--- config.mk ---
export PLATFORM = sky130hd
export DESIGN_NAME = uart_tx
export DESIGN_NICKNAME = d
export VERILOG_FILES = /design/src/rtl/uart_pkg.sv /design/src/rtl/sync_fifo.sv /design/src/rtl/uart_tx.sv
export SDC_FILE = /design/constraint.sdc
export NUM_CORES = 1
export LEC_CHECK = 0
export ABC_AREA = 1
export BUFFER_PORTS_ARGS = -buffer_cell sky130_fd_sc_hd__buf_2
export CORE_MARGIN = 2
export CORE_UTILIZATION = 30
export DETAILED_ROUTE_END_ITERATION = 6
export GPL_ROUTABILITY_DRIVEN = 0
export HOLD_SLACK_MARGIN = 0.06
export SLEW_MARGIN = 10
export SYNTH_ARGS = -nofsm -noshare
export SYNTH_HDL_FRONTEND = slang
export SYNTH_SLANG_ARGS = --single-unit
export TNS_END_PERCENT = 30
--- constraint.sdc ---
create_clock -name clk -period 1.95 [get_ports clk]
set_input_delay 0 -clock clk [delete_from_list [all_inputs] [get_ports clk]]
set_output_delay 0 -clock clk [all_outputs]
set_load 0.005 [all_outputs]
--- src/rtl/uart_pkg.sv ---
// ---------------------------------------------------------------------------
// uart_pkg
// Definitions shared by the UART transmitter and receiver blocks:
//   - uart_state_e  : frame sequencer state encoding
//   - UART_CLK_HZ_DEF / UART_BAUD_DEF : default clock and line rate
//   - uart_baud_div : clocks per bit, rounded to nearest, never below 2
// ---------------------------------------------------------------------------
package uart_pkg;

  typedef enum logic [2:0] {
    ST_IDLE   = 3'd0,
    ST_START  = 3'd1,
    ST_DATA   = 3'd2,
    ST_PARITY = 3'd3,
    ST_STOP   = 3'd4
  } uart_state_e;

  localparam int unsigned UART_CLK_HZ_DEF = 50_000_000;
  localparam int unsigned UART_BAUD_DEF   = 115_200;

  // Adding baud/2 before the divide rounds to the nearest integer.
  function automatic int unsigned uart_baud_div(input int unsigned clk_hz,
                                                input int unsigned baud);
    int unsigned div;
    div = (clk_hz + (baud / 2)) / baud;
    return (div < 2) ? 2 : div;
  endfunction

endpackage

--- src/rtl/sync_fifo.sv ---
// ---------------------------------------------------------------------------
// sync_fifo
// Single-clock FIFO with synchronous, active-low reset. The head entry is
// always presented on rdata_o; the consumer captures it on the same edge on
// which it asserts pop_i, and the read pointer advances on that edge.
// Pointers wrap modulo DEPTH (DEPTH must be a power of two).
// The caller must not push when full nor pop when empty.
//
// Ports
//   clk_i    in   clock
//   rst_ni   in   synchronous active-low reset (empties the FIFO)
//   push_i   in   write wdata_i at the tail
//   wdata_i  in   WIDTH-bit write data
//   pop_i    in   discard the head entry
//   rdata_o  out  head entry
//   count_o  out  number of stored entries, 0..DEPTH
// ---------------------------------------------------------------------------
module sync_fifo #(
  parameter int unsigned DEPTH = 8,
  parameter int unsigned WIDTH = 8
) (
  input  logic                     clk_i,
  input  logic                     rst_ni,
  input  logic                     push_i,
  input  logic [WIDTH-1:0]         wdata_i,
  input  logic                     pop_i,
  output logic [WIDTH-1:0]         rdata_o,
  output logic [$clog2(DEPTH):0]   count_o
);

  localparam int unsigned AW = $clog2(DEPTH);

  logic [WIDTH-1:0] mem_q [DEPTH];
  logic [AW-1:0]    wr_ptr_q, wr_ptr_d;
  logic [AW-1:0]    rd_ptr_q, rd_ptr_d;
  logic [AW:0]      count_q, count_d;

  always_comb begin
    wr_ptr_d = wr_ptr_q;
    rd_ptr_d = rd_ptr_q;
    if (push_i) wr_ptr_d = wr_ptr_q + AW'(1);
    if (pop_i)  rd_ptr_d = rd_ptr_q + AW'(1);
    count_d = count_q + (AW+1)'(push_i) - (AW+1)'(pop_i);
  end

  always_ff @(posedge clk_i) begin
    if (!rst_ni) begin
      wr_ptr_q <= '0;
      rd_ptr_q <= '0;
      count_q  <= '0;
    end else begin
      wr_ptr_q <= wr_ptr_d;
      rd_ptr_q <= rd_ptr_d;
      count_q  <= count_d;
    end
  end

  // Storage needs no reset: stale entries are unreachable once pointers clear.
  always_ff @(posedge clk_i) begin
    if (push_i) mem_q[wr_ptr_q] <= wdata_i;
  end

  assign rdata_o = mem_q[rd_ptr_q];
  assign count_o = count_q;

endmodule

--- src/rtl/uart_tx.sv ---
// ---------------------------------------------------------------------------
// uart_tx
// CPU-writable UART transmitter: a FIFO of bytes feeding a frame sequencer
// that serialises start, 8 data bits (LSB first), optional even parity and
// one stop bit. Every line bit lasts DIV = round(CLK_HZ/BAUD) clocks.
//
// Build option
//   UART_TX_PARITY_EN  defined  : 8E1, 11-bit frame (PARITY state used)
//                      undefined: 8N1, 10-bit frame, no parity logic
//
// Ports
//   clk    in   system clock
//   reset  in   synchronous active-low reset
//   addr   in   register select: 0 = data (push), 1 = control
//   din    in   8-bit write data
//   we     in   write strobe (qualified by cs)
//   cs     in   chip select
//   dout   out  status {5'b0, ovf, full, idle}, independent of addr
//   tx     out  serial line, registered, idle high
//   busy   out  FIFO non-empty or frame in progress
//
// Sequencer states
//   state   | meaning
//   IDLE    | line high, waiting for a queued byte
//   START   | start bit (low)
//   DATA    | 8 data bits, LSB first
//   PARITY  | even parity of the data byte (parity build only)
//   STOP    | stop bit (high); chains straight to START if bytes remain
// ---------------------------------------------------------------------------
module uart_tx
  import uart_pkg::*;
#(
  parameter int unsigned CLK_HZ     = UART_CLK_HZ_DEF,
  parameter int unsigned BAUD       = UART_BAUD_DEF,
  parameter int unsigned FIFO_DEPTH = 8
) (
  input  logic       clk,
  input  logic       reset,
  input  logic       addr,
  input  logic [7:0] din,
  output logic [7:0] dout,
  input  logic       we,
  input  logic       cs,
  output logic       tx,
  output logic       busy
);

  localparam int unsigned DIV = uart_baud_div(CLK_HZ, BAUD);
  localparam int unsigned CW  = $clog2(DIV);
  localparam int unsigned AW  = $clog2(FIFO_DEPTH);

  localparam logic [CW-1:0] CNT_LOAD  = CW'(DIV - 1);
  localparam logic [AW:0]   FIFO_FULL = (AW+1)'(FIFO_DEPTH);

`ifdef UART_TX_PARITY_EN
  localparam uart_state_e ST_AFTER_DATA = ST_PARITY;
`else
  localparam uart_state_e ST_AFTER_DATA = ST_STOP;
`endif

  // -------------------------------------------------------------------------
  // Register interface and FIFO
  // -------------------------------------------------------------------------
  logic        wr_data, wr_ctrl;
  logic        fifo_push, fifo_pop;
  logic [7:0]  fifo_rdata;
  logic [AW:0] fifo_count;
  logic        fifo_full, fifo_empty;
  logic        ovf_q;

  assign wr_data = cs & we & ~addr;
  assign wr_ctrl = cs & we & addr;

  // Full is the registered count, so a write that lands on the same edge as
  // a pop from a full FIFO is still dropped.
  assign fifo_full  = (fifo_count == FIFO_FULL);
  assign fifo_empty = (fifo_count == '0);
  assign fifo_push  = reset & wr_data & ~fifo_full;

  sync_fifo #(
    .DEPTH (FIFO_DEPTH),
    .WIDTH (8)
  ) u_fifo (
    .clk_i   (clk),
    .rst_ni  (reset),
    .push_i  (fifo_push),
    .wdata_i (din),
    .pop_i   (fifo_pop),
    .rdata_o (fifo_rdata),
    .count_o (fifo_count)
  );

  always_ff @(posedge clk) begin
    if (!reset) begin
      ovf_q <= 1'b0;
    end else if (wr_data && fifo_full) begin
      ovf_q <= 1'b1;
    end else if (wr_ctrl && din[0]) begin
      ovf_q <= 1'b0;
    end
  end

  // -------------------------------------------------------------------------
  // Frame sequencer
  // -------------------------------------------------------------------------
  uart_state_e   state_q, state_d;
  logic [CW-1:0] cnt_q, cnt_d;
  logic [2:0]    bit_q, bit_d;
  logic [7:0]    data_q, data_d;
  logic          tx_q, tx_d;

  always_comb begin
    state_d  = state_q;
    cnt_d    = cnt_q;
    bit_d    = bit_q;
    data_d   = data_q;
    fifo_pop = 1'b0;

    case (state_q)
      ST_IDLE: begin
        if (!fifo_empty) begin
          fifo_pop = 1'b1;
          data_d   = fifo_rdata;
          cnt_d    = CNT_LOAD;
          state_d  = ST_START;
        end
      end

      ST_START: begin
        if (cnt_q == '0) begin
          cnt_d   = CNT_LOAD;
          bit_d   = 3'd0;
          state_d = ST_DATA;
        end else begin
          cnt_d = cnt_q - CW'(1);
        end
      end

      ST_DATA: begin
        if (cnt_q == '0) begin
          cnt_d = CNT_LOAD;
          if (bit_q == 3'd7) begin
            bit_d   = 3'd0;
            state_d = ST_AFTER_DATA;
          end else begin
            bit_d = bit_q + 3'd1;
          end
        end else begin
          cnt_d = cnt_q - CW'(1);
        end
      end

`ifdef UART_TX_PARITY_EN
      ST_PARITY: begin
        if (cnt_q == '0) begin
          cnt_d   = CNT_LOAD;
          state_d = ST_STOP;
        end else begin
          cnt_d = cnt_q - CW'(1);
        end
      end
`endif

      ST_STOP: begin
        if (cnt_q == '0) begin
          // Back-to-back frames: pop here so the next start bit follows the
          // stop bit with no idle clock in between.
          if (!fifo_empty) begin
            fifo_pop = 1'b1;
            data_d   = fifo_rdata;
            cnt_d    = CNT_LOAD;
            state_d  = ST_START;
          end else begin
            cnt_d   = '0;
            state_d = ST_IDLE;
          end
        end else begin
          cnt_d = cnt_q - CW'(1);
        end
      end

      default: begin
        cnt_d   = '0;
        state_d = ST_IDLE;
      end
    endcase
  end

  // The line level is a registered decode of the current state, so tx lags
  // the state by one clock; every state lasts DIV clocks, so each line bit
  // does too.
  always_comb begin
    tx_d = 1'b1;
    case (state_q)
      ST_START:  tx_d = 1'b0;
      ST_DATA:   tx_d = data_q[bit_q];
`ifdef UART_TX_PARITY_EN
      ST_PARITY: tx_d = ^data_q;
`endif
      default:   tx_d = 1'b1;
    endcase
  end

  always_ff @(posedge clk) begin
    if (!reset) begin
      state_q <= ST_IDLE;
      cnt_q   <= '0;
      bit_q   <= 3'd0;
      data_q  <= 8'h00;
      tx_q    <= 1'b1;
    end else begin
      state_q <= state_d;
      cnt_q   <= cnt_d;
      bit_q   <= bit_d;
      data_q  <= data_d;
      tx_q    <= tx_d;
    end
  end

  // -------------------------------------------------------------------------
  // Outputs
  // -------------------------------------------------------------------------
  logic idle;

  assign idle = (state_q == ST_IDLE) && fifo_empty;
  assign busy = ~idle;
  assign tx   = tx_q;
  assign dout = {5'b0, ovf_q, fifo_full, idle};

endmodule

==> reports/metrics.yaml <==
synth-compound-area-share: 0.141
ir_drop_mv: 0.939
synth.avg_cell_area_um2: 9.96
syn-instance-count: 448
maxCapViolations: 0
layout_setup_ws_ps: -32.5
nNetsFinal: 525
synth_area_leaders: "edfxtp_1 43%, dfxtp_1 17%, nand2_1 6.6%"
violations: "negative setup slack"
dieWidth_um: 126
synthSimpleGateAreaFrac: 0.153
grt_max_degree: 33
rr_worst_depth: 12
slowest_stage: "fa_2"
syn_to_final_growth_pct: 22.2
ys_types: 36
crit_path_cell_trace: "inv_1 > ha_1 > nand3_1 > nand2_1 > a21oi_4 > buf_6 > nand2_4 > nand2_2 > ha_4 > fa_2 > nand2_2 > inv_2"
min_period_over_period: 1.02
final-max-slew-violation-count: 0
clock_path_buffers: 2
cpMostUsedCell: "nand2_2"
crit_required_ps: 2200
setup-violations-final: 2
synth_top_area_share: 0.431
cts_htree_levels: 3
cp-endpoint: "u_fifo.count_o[1]$_SDFF_PN0_"
critPathTopFamily: "adder cells"
yosysTopAreaCell: "edfxtp_1"
die-area_um2: 15900
hold_path_class: "in2reg"
drc: 0
portBuffers: 17
grt_usage: 0.116
drtIter0Drc: 183
max_freq_ghz: 0.504
yosysSeqAreaShare: 0.601
place_ws_ps: -99.5
antenna_left: 0
cp_max_fo: 3
cts_tree: "yes"
cts_root_buffer: "clkbuf_16"
num_vias: 3234
r2r_slack_ps: -30
core_region_area_um2: 14500
final_cell_mix: "75 x nand2_1, 64 x edfxtp_1, 54 x nor2_1"
initial_core_util: 0.307
viasPerCell: 4.69
status: "finished with violations"
routed_wl_um: 8990
ys_ff_latch: 102
post_drt_wl_per_cell_um: 13.0
nFillCells: 1450
arrival_ps: 2230
firstDrtPassIters: 4
crit_buf_inv: 3
synth_warnings: 0
endpoint_kind: "register"
drive_gt1_frac: 0.188
power.leakage_nw: 2.12
cp_num_cells: 12
dp_hpwl_um: 6130
synthAdderAreaFrac: 0.0353
cts.clk_slew.worst_paths_ps: 70
synth_top_family_by_area: "simple AND/OR/NAND/NOR gates"
worstSetupPathType: "reg2reg"
layout_commonest_cell: "nand2_1"
antenna_found_initial: 0
finalHoldViolations: 0
power_density_nw_per_um2: 1410
utilization: 0.375
critPathLaunchType: "register"
ios: 23
max_stage_delay_ps: 440
diodes: 0
muxShareOfSynthArea: 0
clock_skew_ps: 6.42
cts.sinks: 102
grt_pass1_wl_um: 14700
cts_made_buffers: 9
r2r_start: "u_fifo.count_o[2]$_SDFF_PN0_"
clk_latency_ps: 340
rsz0062_at_grt: "true"
worstReg2RegEnd: "u_fifo.count_o[1]$_SDFF_PN0_"
netlist_area_um2: 4460
finalPower_mw: 7.69
min_period_ps: 1980
grt_pass1_vias: 3129
fp-row-count: 44
die_y_um: 126
overflow: 0
critPathLaunch: "u_fifo.count_o[2]$_SDFF_PN0_"
synth_xor_area_frac: 0.00785
## stage by stage
stage	hold WS (ps)	instances	instance area [um2]	TNS, ps
after global routing	125	689	5450	-364
final	112	689	5450	-43.6
after global placement	264	659	4920	-31.8
after detailed placement	277	659	4920	-238
after CTS	96.3	687	5400	-114
after floorplan	98.9	452	4510	-558
## cell families (layout without fill, tap and decap cells)
group / after synthesis / in the layout
AO/OA/AOI/OAI: 104 / 104
flip-flops: 102 / 102
adder cells (fa/ha/maj): 12 / 12
AND/OR/NAND/NOR: 164 / 164
XOR/XNOR: 4 / 4
other: 1 / 5
buffers and inverters: 61 / 114
## how the worst min path moves through the flow
stage                     startpoint                           end  slack [ps]  cells past startpoint
after floorplan               din[0]  u_fifo.mem_q[0][0]$_DFFE_PP_         100                      0
after global placement        din[6]  u_fifo.mem_q[7][6]$_DFFE_PP_         260                      1
after detailed placement      din[5]  u_fifo.mem_q[6][5]$_DFFE_PP_         280                      1
after CTS                      reset                 tx$_SDFF_PN1_         100                      3
after global routing           reset  u_fifo.count_o[0]$_SDFF_PN0_         120                      4
final                          reset  u_fifo.count_o[0]$_SDFF_PN0_         110                      4
## per-layer routing
metal / GRT usage / vias to the layer above / routed length, um
met2: 0.197 / 47 / 4510
met3: 0.0251 / 7 / 268
met4: 0.0459 / 0 / 121
li1: - / 1632 / -
met1: 0.146 / 1548 / 4090
met5: 0 / - / 0
## power breakdown
part / internal, mW / switching, mW
Clock: 1.16 / 0.836
Combinational: 1.24 / 1.75
Sequential: 2.54 / 0.158
Total: 4.95 / 2.74
## final cells by class
class,instances,area (um2),area share
clock buffer,9,225,0.0413
sequential,102,2690,0.493
timing repair buffer,61,450,0.0826
clock inverter,7,111,0.0204
inverter,37,139,0.0255
multi-input combinational,289,1610,0.295
tap,184,230,0.0422
## worst reg2reg max path: stages (launching register included)
cell     delay, ps
dfxtp_1        310
inv_1           70
ha_1           200
nand3_1        120
nand2_1        100
a21oi_4        160
buf_6          120
nand2_4         50
nand2_2         80
ha_4           140
fa_2           440
nand2_2         70
inv_2           30
## registers in the layout, summed over array words and instances, names as in the netlist, named ones only
name / count
ovf_q: 1
u_fifo.count_o: 4
u_fifo.mem_q: 64
state_q: 3
cnt_q: 9
data_q: 8
u_fifo.rd_ptr_q: 3
tx: 1
bit_q: 3
u_fifo.wr_ptr_q: 3
## repair_timing
action,in CTS,in global routing
buffers inserted,1,2
endpoints found under the hold margin,65,0
pin swaps,5,11
hold buffers,11,0
resized for setup,6,9
endpoints found under the setup margin,3,46
## cell usage after synthesis, drive strengths merged
cell type  count
a211oi         1
a21o           1
a21oi         38
a32oi          8
and2           1
buf           12
clkbuf        12
conb           1
dfxtp         38
edfxtp        64
fa             1
ha            11
inv           37
nand2         79
nand3         17
nand3b         1
nand4          2
nor2          59
nor3           4
o211ai         2
o21ai         38
o21bai         8
o221ai         8
or2            1
xnor2          2
xor2           2
No activity file was read; power rests on OpenSTA's default activity.
